## config.mk

```make
export PLATFORM = sky130hd
export DESIGN_NAME = instr_fetch_queue
export DESIGN_NICKNAME = d
export VERILOG_FILES = /design/src/rtl/instr_fetch_queue.sv
export SDC_FILE = /design/constraint.sdc
export NUM_CORES = 1
export LEC_CHECK = 0
export CAP_MARGIN = 20
export CORE_MARGIN = 5
export CORE_UTILIZATION = 45
export DETAILED_ROUTE_END_ITERATION = 8
export GPL_TIMING_DRIVEN = 0
export PLACE_DENSITY = 0.67
export SETUP_SLACK_MARGIN = 0.4
export SYNTH_ARGS = -nofsm -noshare
export SYNTH_HDL_FRONTEND = slang
export SYNTH_SLANG_ARGS = --single-unit
```

## constraint.sdc

```tcl
create_clock -name clk -period 2.9 [get_ports clk]
set_input_delay 0.58 -clock clk [delete_from_list [all_inputs] [get_ports clk]]
set_output_delay 0.58 -clock clk [all_outputs]
set_load 0.1 [all_outputs]
```

## src/rtl/instr_fetch_queue.sv

```systemverilog
// Fetch stage: req/ack instruction fetch into a DEPTH-entry prefetch FIFO, with redirect flush and HALT stop.
// Build option: define FETCH_BRANCH_FOLLOW_EN to follow unconditional branches (opcode 0011, cc 0000) at fetch.
module instr_fetch_queue #(
  parameter int ADDR_W   = 12,
  parameter int DEPTH    = 4,
  parameter int RESET_PC = 3
) (
  input  logic                   clk,
  input  logic                   rst_n,
  output logic                   mem_req,
  output logic [ADDR_W-1:0]      mem_addr,
  input  logic                   mem_ack,
  input  logic [31:0]            mem_rdata,
  input  logic                   redirect,
  input  logic [ADDR_W-1:0]      redirect_pc,
  output logic                   instr_valid,
  output logic [31:0]            instr_data,
  output logic [ADDR_W-1:0]      instr_pc,
  input  logic                   instr_ready,
  output logic                   halted,
  output logic [$clog2(DEPTH):0] q_count,
  output logic [1:0]             dbg_state
);
  localparam int PTR_W = $clog2(DEPTH);
  localparam int CNT_W = PTR_W + 1;
  localparam logic [3:0] OP_HALT = 4'b1000;

  typedef enum logic [1:0] {S_IDLE = 2'd0, S_WAIT = 2'd1, S_HALT = 2'd2} state_e;

  state_e state_q, state_d;

  logic              mem_req_q, mem_req_d;
  logic [ADDR_W-1:0] mem_addr_q, mem_addr_d;
  logic [ADDR_W-1:0] fetch_pc_q, fetch_pc_d;
  logic              discard_q, discard_d;
  logic              halted_q, halted_d;
  logic [PTR_W-1:0]  rd_ptr_q, rd_ptr_d;
  logic [PTR_W-1:0]  wr_ptr_q, wr_ptr_d;
  logic [CNT_W-1:0]  count_q, count_d;
  logic [31:0]       q_data_q [DEPTH];
  logic [31:0]       q_data_d [DEPTH];
  logic [ADDR_W-1:0] q_pc_q [DEPTH];
  logic [ADDR_W-1:0] q_pc_d [DEPTH];

  logic              ack_take, is_halt_word, push, pop, can_issue;
  logic [ADDR_W-1:0] next_fetch_pc;

  // Handshakes: memory transfers a word in the cycle mem_req && mem_ack; the decoder
  // consumes the head in the cycle instr_valid && instr_ready. Redirect overrides both.
  assign ack_take     = (state_q == S_WAIT) && mem_ack;
  assign is_halt_word = (mem_rdata[31:28] == OP_HALT);
  assign push         = ack_take && !discard_q && !redirect;
  assign pop          = (count_q != '0) && instr_ready && !redirect;
  // A slot is reserved at issue time, so the eventual push can never overflow.
  assign can_issue    = (state_q == S_IDLE) && !redirect && (count_q < CNT_W'(DEPTH));

  always_comb begin
    next_fetch_pc = mem_addr_q + ADDR_W'(1);
`ifdef FETCH_BRANCH_FOLLOW_EN
    if (mem_rdata[31:28] == 4'b0011 && mem_rdata[27:24] == 4'b0000)
      next_fetch_pc = mem_rdata[ADDR_W-1:0];
`endif
  end

  always_ff @(posedge clk or negedge rst_n) begin
    if (!rst_n) state_q <= S_IDLE;
    else        state_q <= state_d;
  end

  always_comb begin
    state_d = state_q;
    case (state_q)
      S_IDLE: if (can_issue) state_d = S_WAIT;
      S_WAIT: begin
        if (redirect)     state_d = mem_ack ? S_IDLE : S_WAIT;
        else if (mem_ack) state_d = (!discard_q && is_halt_word) ? S_HALT : S_IDLE;
      end
      S_HALT: if (redirect) state_d = S_IDLE;
      default: state_d = S_IDLE;
    endcase
  end

  always_comb begin
    mem_req_d  = mem_req_q;
    mem_addr_d = mem_addr_q;
    fetch_pc_d = fetch_pc_q;
    discard_d  = discard_q;
    halted_d   = halted_q;
    rd_ptr_d   = rd_ptr_q;
    wr_ptr_d   = wr_ptr_q;
    count_d    = count_q;
    q_data_d   = q_data_q;
    q_pc_d     = q_pc_q;

    if (can_issue) begin
      mem_req_d  = 1'b1;
      mem_addr_d = fetch_pc_q;
    end
    if (ack_take) mem_req_d = 1'b0;

    if (redirect)  fetch_pc_d = redirect_pc;
    else if (push) fetch_pc_d = next_fetch_pc;

    // A redirect with the old request still in flight must swallow its ack.
    if (redirect && (state_q == S_WAIT) && !mem_ack) discard_d = 1'b1;
    else if (ack_take)                               discard_d = 1'b0;

    if (redirect)                  halted_d = 1'b0;
    else if (push && is_halt_word) halted_d = 1'b1;

    if (redirect) begin
      rd_ptr_d = '0;
      wr_ptr_d = '0;
      count_d  = '0;
    end else begin
      if (push) begin
        q_data_d[wr_ptr_q] = mem_rdata;
        q_pc_d[wr_ptr_q]   = mem_addr_q;
        wr_ptr_d           = wr_ptr_q + PTR_W'(1);
      end
      if (pop) rd_ptr_d = rd_ptr_q + PTR_W'(1);
      count_d = count_q + CNT_W'(push) - CNT_W'(pop);
    end
  end

  always_ff @(posedge clk or negedge rst_n) begin
    if (!rst_n) begin
      mem_req_q  <= 1'b0;
      mem_addr_q <= ADDR_W'(RESET_PC);
      fetch_pc_q <= ADDR_W'(RESET_PC);
      discard_q  <= 1'b0;
      halted_q   <= 1'b0;
      rd_ptr_q   <= '0;
      wr_ptr_q   <= '0;
      count_q    <= '0;
      for (int i = 0; i < DEPTH; i++) begin
        q_data_q[i] <= '0;
        q_pc_q[i]   <= '0;
      end
    end else begin
      mem_req_q  <= mem_req_d;
      mem_addr_q <= mem_addr_d;
      fetch_pc_q <= fetch_pc_d;
      discard_q  <= discard_d;
      halted_q   <= halted_d;
      rd_ptr_q   <= rd_ptr_d;
      wr_ptr_q   <= wr_ptr_d;
      count_q    <= count_d;
      q_data_q   <= q_data_d;
      q_pc_q     <= q_pc_d;
    end
  end

  assign mem_req     = mem_req_q;
  assign mem_addr    = mem_addr_q;
  assign instr_valid = (count_q != '0);
  assign instr_data  = q_data_q[rd_ptr_q];
  assign instr_pc    = q_pc_q[rd_ptr_q];
  assign halted      = halted_q;
  assign q_count     = count_q;
  assign dbg_state   = state_q;

endmodule
```

==> impl_metrics.toml <==
[run_status]
run_status = "finished clean"

[detailed_routing]
avgRoutedWirePerCell_um = 20.3
via_count = 5610
dr.pass1.iters = 4
drtAntennaViolNets = 0
drt_wl_total_um = 21100
vias_per_cell = 5.42
drtIter0Drc = 304
drc_errors = 0

[die]
chipHeight_um = 155
coreArea_um2 = 20900
die_x_um = 155
initial_core_util_pct = 45.4
io_pins = 113
row_count = 53
dieArea_um2 = 24100

[setup_path]
crit_chain = "buf_12 > buf_12 > mux4_2 > buf_6"
rr_worst_depth = 9
cp-start-kind = "register"
critical_path.max_fanout = 10
cp.required_ns = 2.32
critical_path.top_delay_family = "buffers and inverters"
cpPeakStageDelay_ns = 0.54
path_depth = 4
cp.arrival_ns = 1.95
worstSetupEndpointType = "output pin"
crit_slowest_cell = "mux4_2"
cp_common_cell = "buf_12"
crit_type = "reg -> out"
crit_buf_inv = 3

[synth]
synth.yosys.warnings = 0
synth-edff-count = 0
synth_top_area_cell = "dfrtp_1"
synth_top_area_share_pct = 54.9
synth_cell_types = 35
netlist_instances = 606
synth.area.top_cells = "dfrtp_1 (55%), mux2_1 (19%), mux4_2 (10%)"
ys_seq_area_share_pct = 56.0
synthesis.nets = 663
synthesis.area_um2 = 9490
async_reset_ff_share_pct = 100
ys.flop_type = "dfrtp_1"
avgSynthCellArea_um2 = 15.7
synth-seq-cells = 212
yosys-top-cells-count = "dfrtp_1 (208), mux2_1 (160), mux4_2 (44)"
yosysMostFrequentCell = "dfrtp_1"

[grt]
grt_max_degree = 117
track_usage_pct = 18.3
grt_antenna_before_repair = 0
use_met1_pct = 25.1
grt.met2_usage_pct = 30.7
grt_pass1_wl_um = 35200
grt-ovfl-total = 0
grtUsageMet3_pct = 3.09
top_usage_layer = "met2"
first_global_vias = 6311

[clock_tree]
cts.clk_slew.worst_paths_ns = 0.06
htree_levels = 1
cts_tree = "yes"
cts-root-buf = "clkbuf_16"
clkLatencyLatePin_ns = 0.50
clock_path_buffers = 3
cts_sinks = 212
cts_buffers = 23

[sta]
clock_skew_ns = 0.0103
worst_slew_pin_slew_ns = 0.980
report.final.hold_viol_count = 0
rsz0062_at_grt = "yes"
fin_setup_tns_ns = 0
maxSlewViolCount = 0
period_share_pct = 87.4
fmax_mhz = 395
period_minus_slack_ns = 2.53
setup_violations = 0
relSlewSlack_pct = 34.9

[flow_run]
drv_cap = 0

[final_layout]
final_net_count = 805
drive_gt1_share_pct = 27.5
diodes = 0
finish.utilization_pct = 57.1
area_growth_pct = 25.8

[placement]
portBuffers = 112
dp_hpwl_um = 14400
place_congestion = 0.813

[hold_path]
hold_path.class = "in -> async"
cell usage in the layout, fill, tap and decap left out, types with 7 or more instances in the layout:
cell type | Yosys | routed
mux2_1 | 160 | 160
clkbuf_1 | 16 | 15
ha_1 | 7 | 7
mux2_2 | 28 | 28
dfrtp_1 | 208 | 203
xor2_1 | 7 | 7
xnor2_1 | 7 | 7
mux4_2 | 44 | 44
nand2_1 | 23 | 22
nor2_1 | 11 | 11
clkbuf_8 | 0 | 11
dlygate4sd2_1 | 0 | 15
a21oi_1 | 11 | 11
o21ai_0 | 9 | 9
buf_6 | 16 | 43
clkdlybuf4s50_1 | 0 | 46
clkbuf_16 | 0 | 23
buf_8 | 0 | 13
state kept, by name (all words and copies together), names as in the netlist:
signal,flops
discard_q,1
dbg_state,2
fetch_pc_q,12
q_pc_q,48
mem_req,1
wr_ptr_q,2
mem_addr,12
rd_ptr_q,2
halted,1
q_data_q,128
q_count,3
cell type report:
cell class | count | area (um^2)
inverter | 7 | 27.5
clock inverter | 2 | 10.0
sequential | 212 | 5330
timing repair buffer | 117 | 1230
buffer | 42 | 397
multi-input combinational | 345 | 3890
clock buffer | 36 | 714
tap | 275 | 344
fill | 1673 | 8950
per-stage QoR:
stage	setup WS [ns]	hold slack, ns	area, um^2	std cells
floorplan	0.386	0.284	9520	606
global placement	-8.48	0.468	11000	993
detailed placement	-0.617	0.475	11000	994
CTS	0.287	0.137	11900	1034
global route	0.297	0.181	11900	1036
finish	0.366	0.135	11900	1036
cells by family after synthesis:
family	synth area share (%)
compound gates	1.42
xor+xnor	1.29
fa+ha+maj	1.13
buf+inv	3.28
flops	56.0
mux	33.1
simple gates	3.81
routing by layer:
metal  share of wire (%)  vias up
li1                    -     2485
met1                  44     2953
met2                  50      140
met3                 4.8       32
met4                 1.9        0
met5                   0        -
final timing paths:
path | start | endpoint | slack (ns)
min | rst_n | q_data_q[112] | 0.14
max reg2reg | dbg_state[1] | q_count[1] | 0.57
min reg2reg | q_data_q[41] | q_data_q[41] | 0.49
min in group clk | mem_ack | discard_q | 0.46
max in group asynchronous | rst_n | fetch_pc_q[9] | 1.74
max | rd_ptr_q[0] | instr_data[22] | 0.37
what timing repair did:
item / 4_1_cts / 5_1_grt
cloned: 0 / 0
resized for setup: 362 / 21
setup endpoints to repair: 67 / 46
setup buffers: 2 / 2
hold endpoints to repair: 0 / 0
pin swaps: 1 / 0
hold buffers: 0 / 0
Power is not shown: default switching activity piles up to over one toggle a cycle in this logic, so the estimate is an artifact.
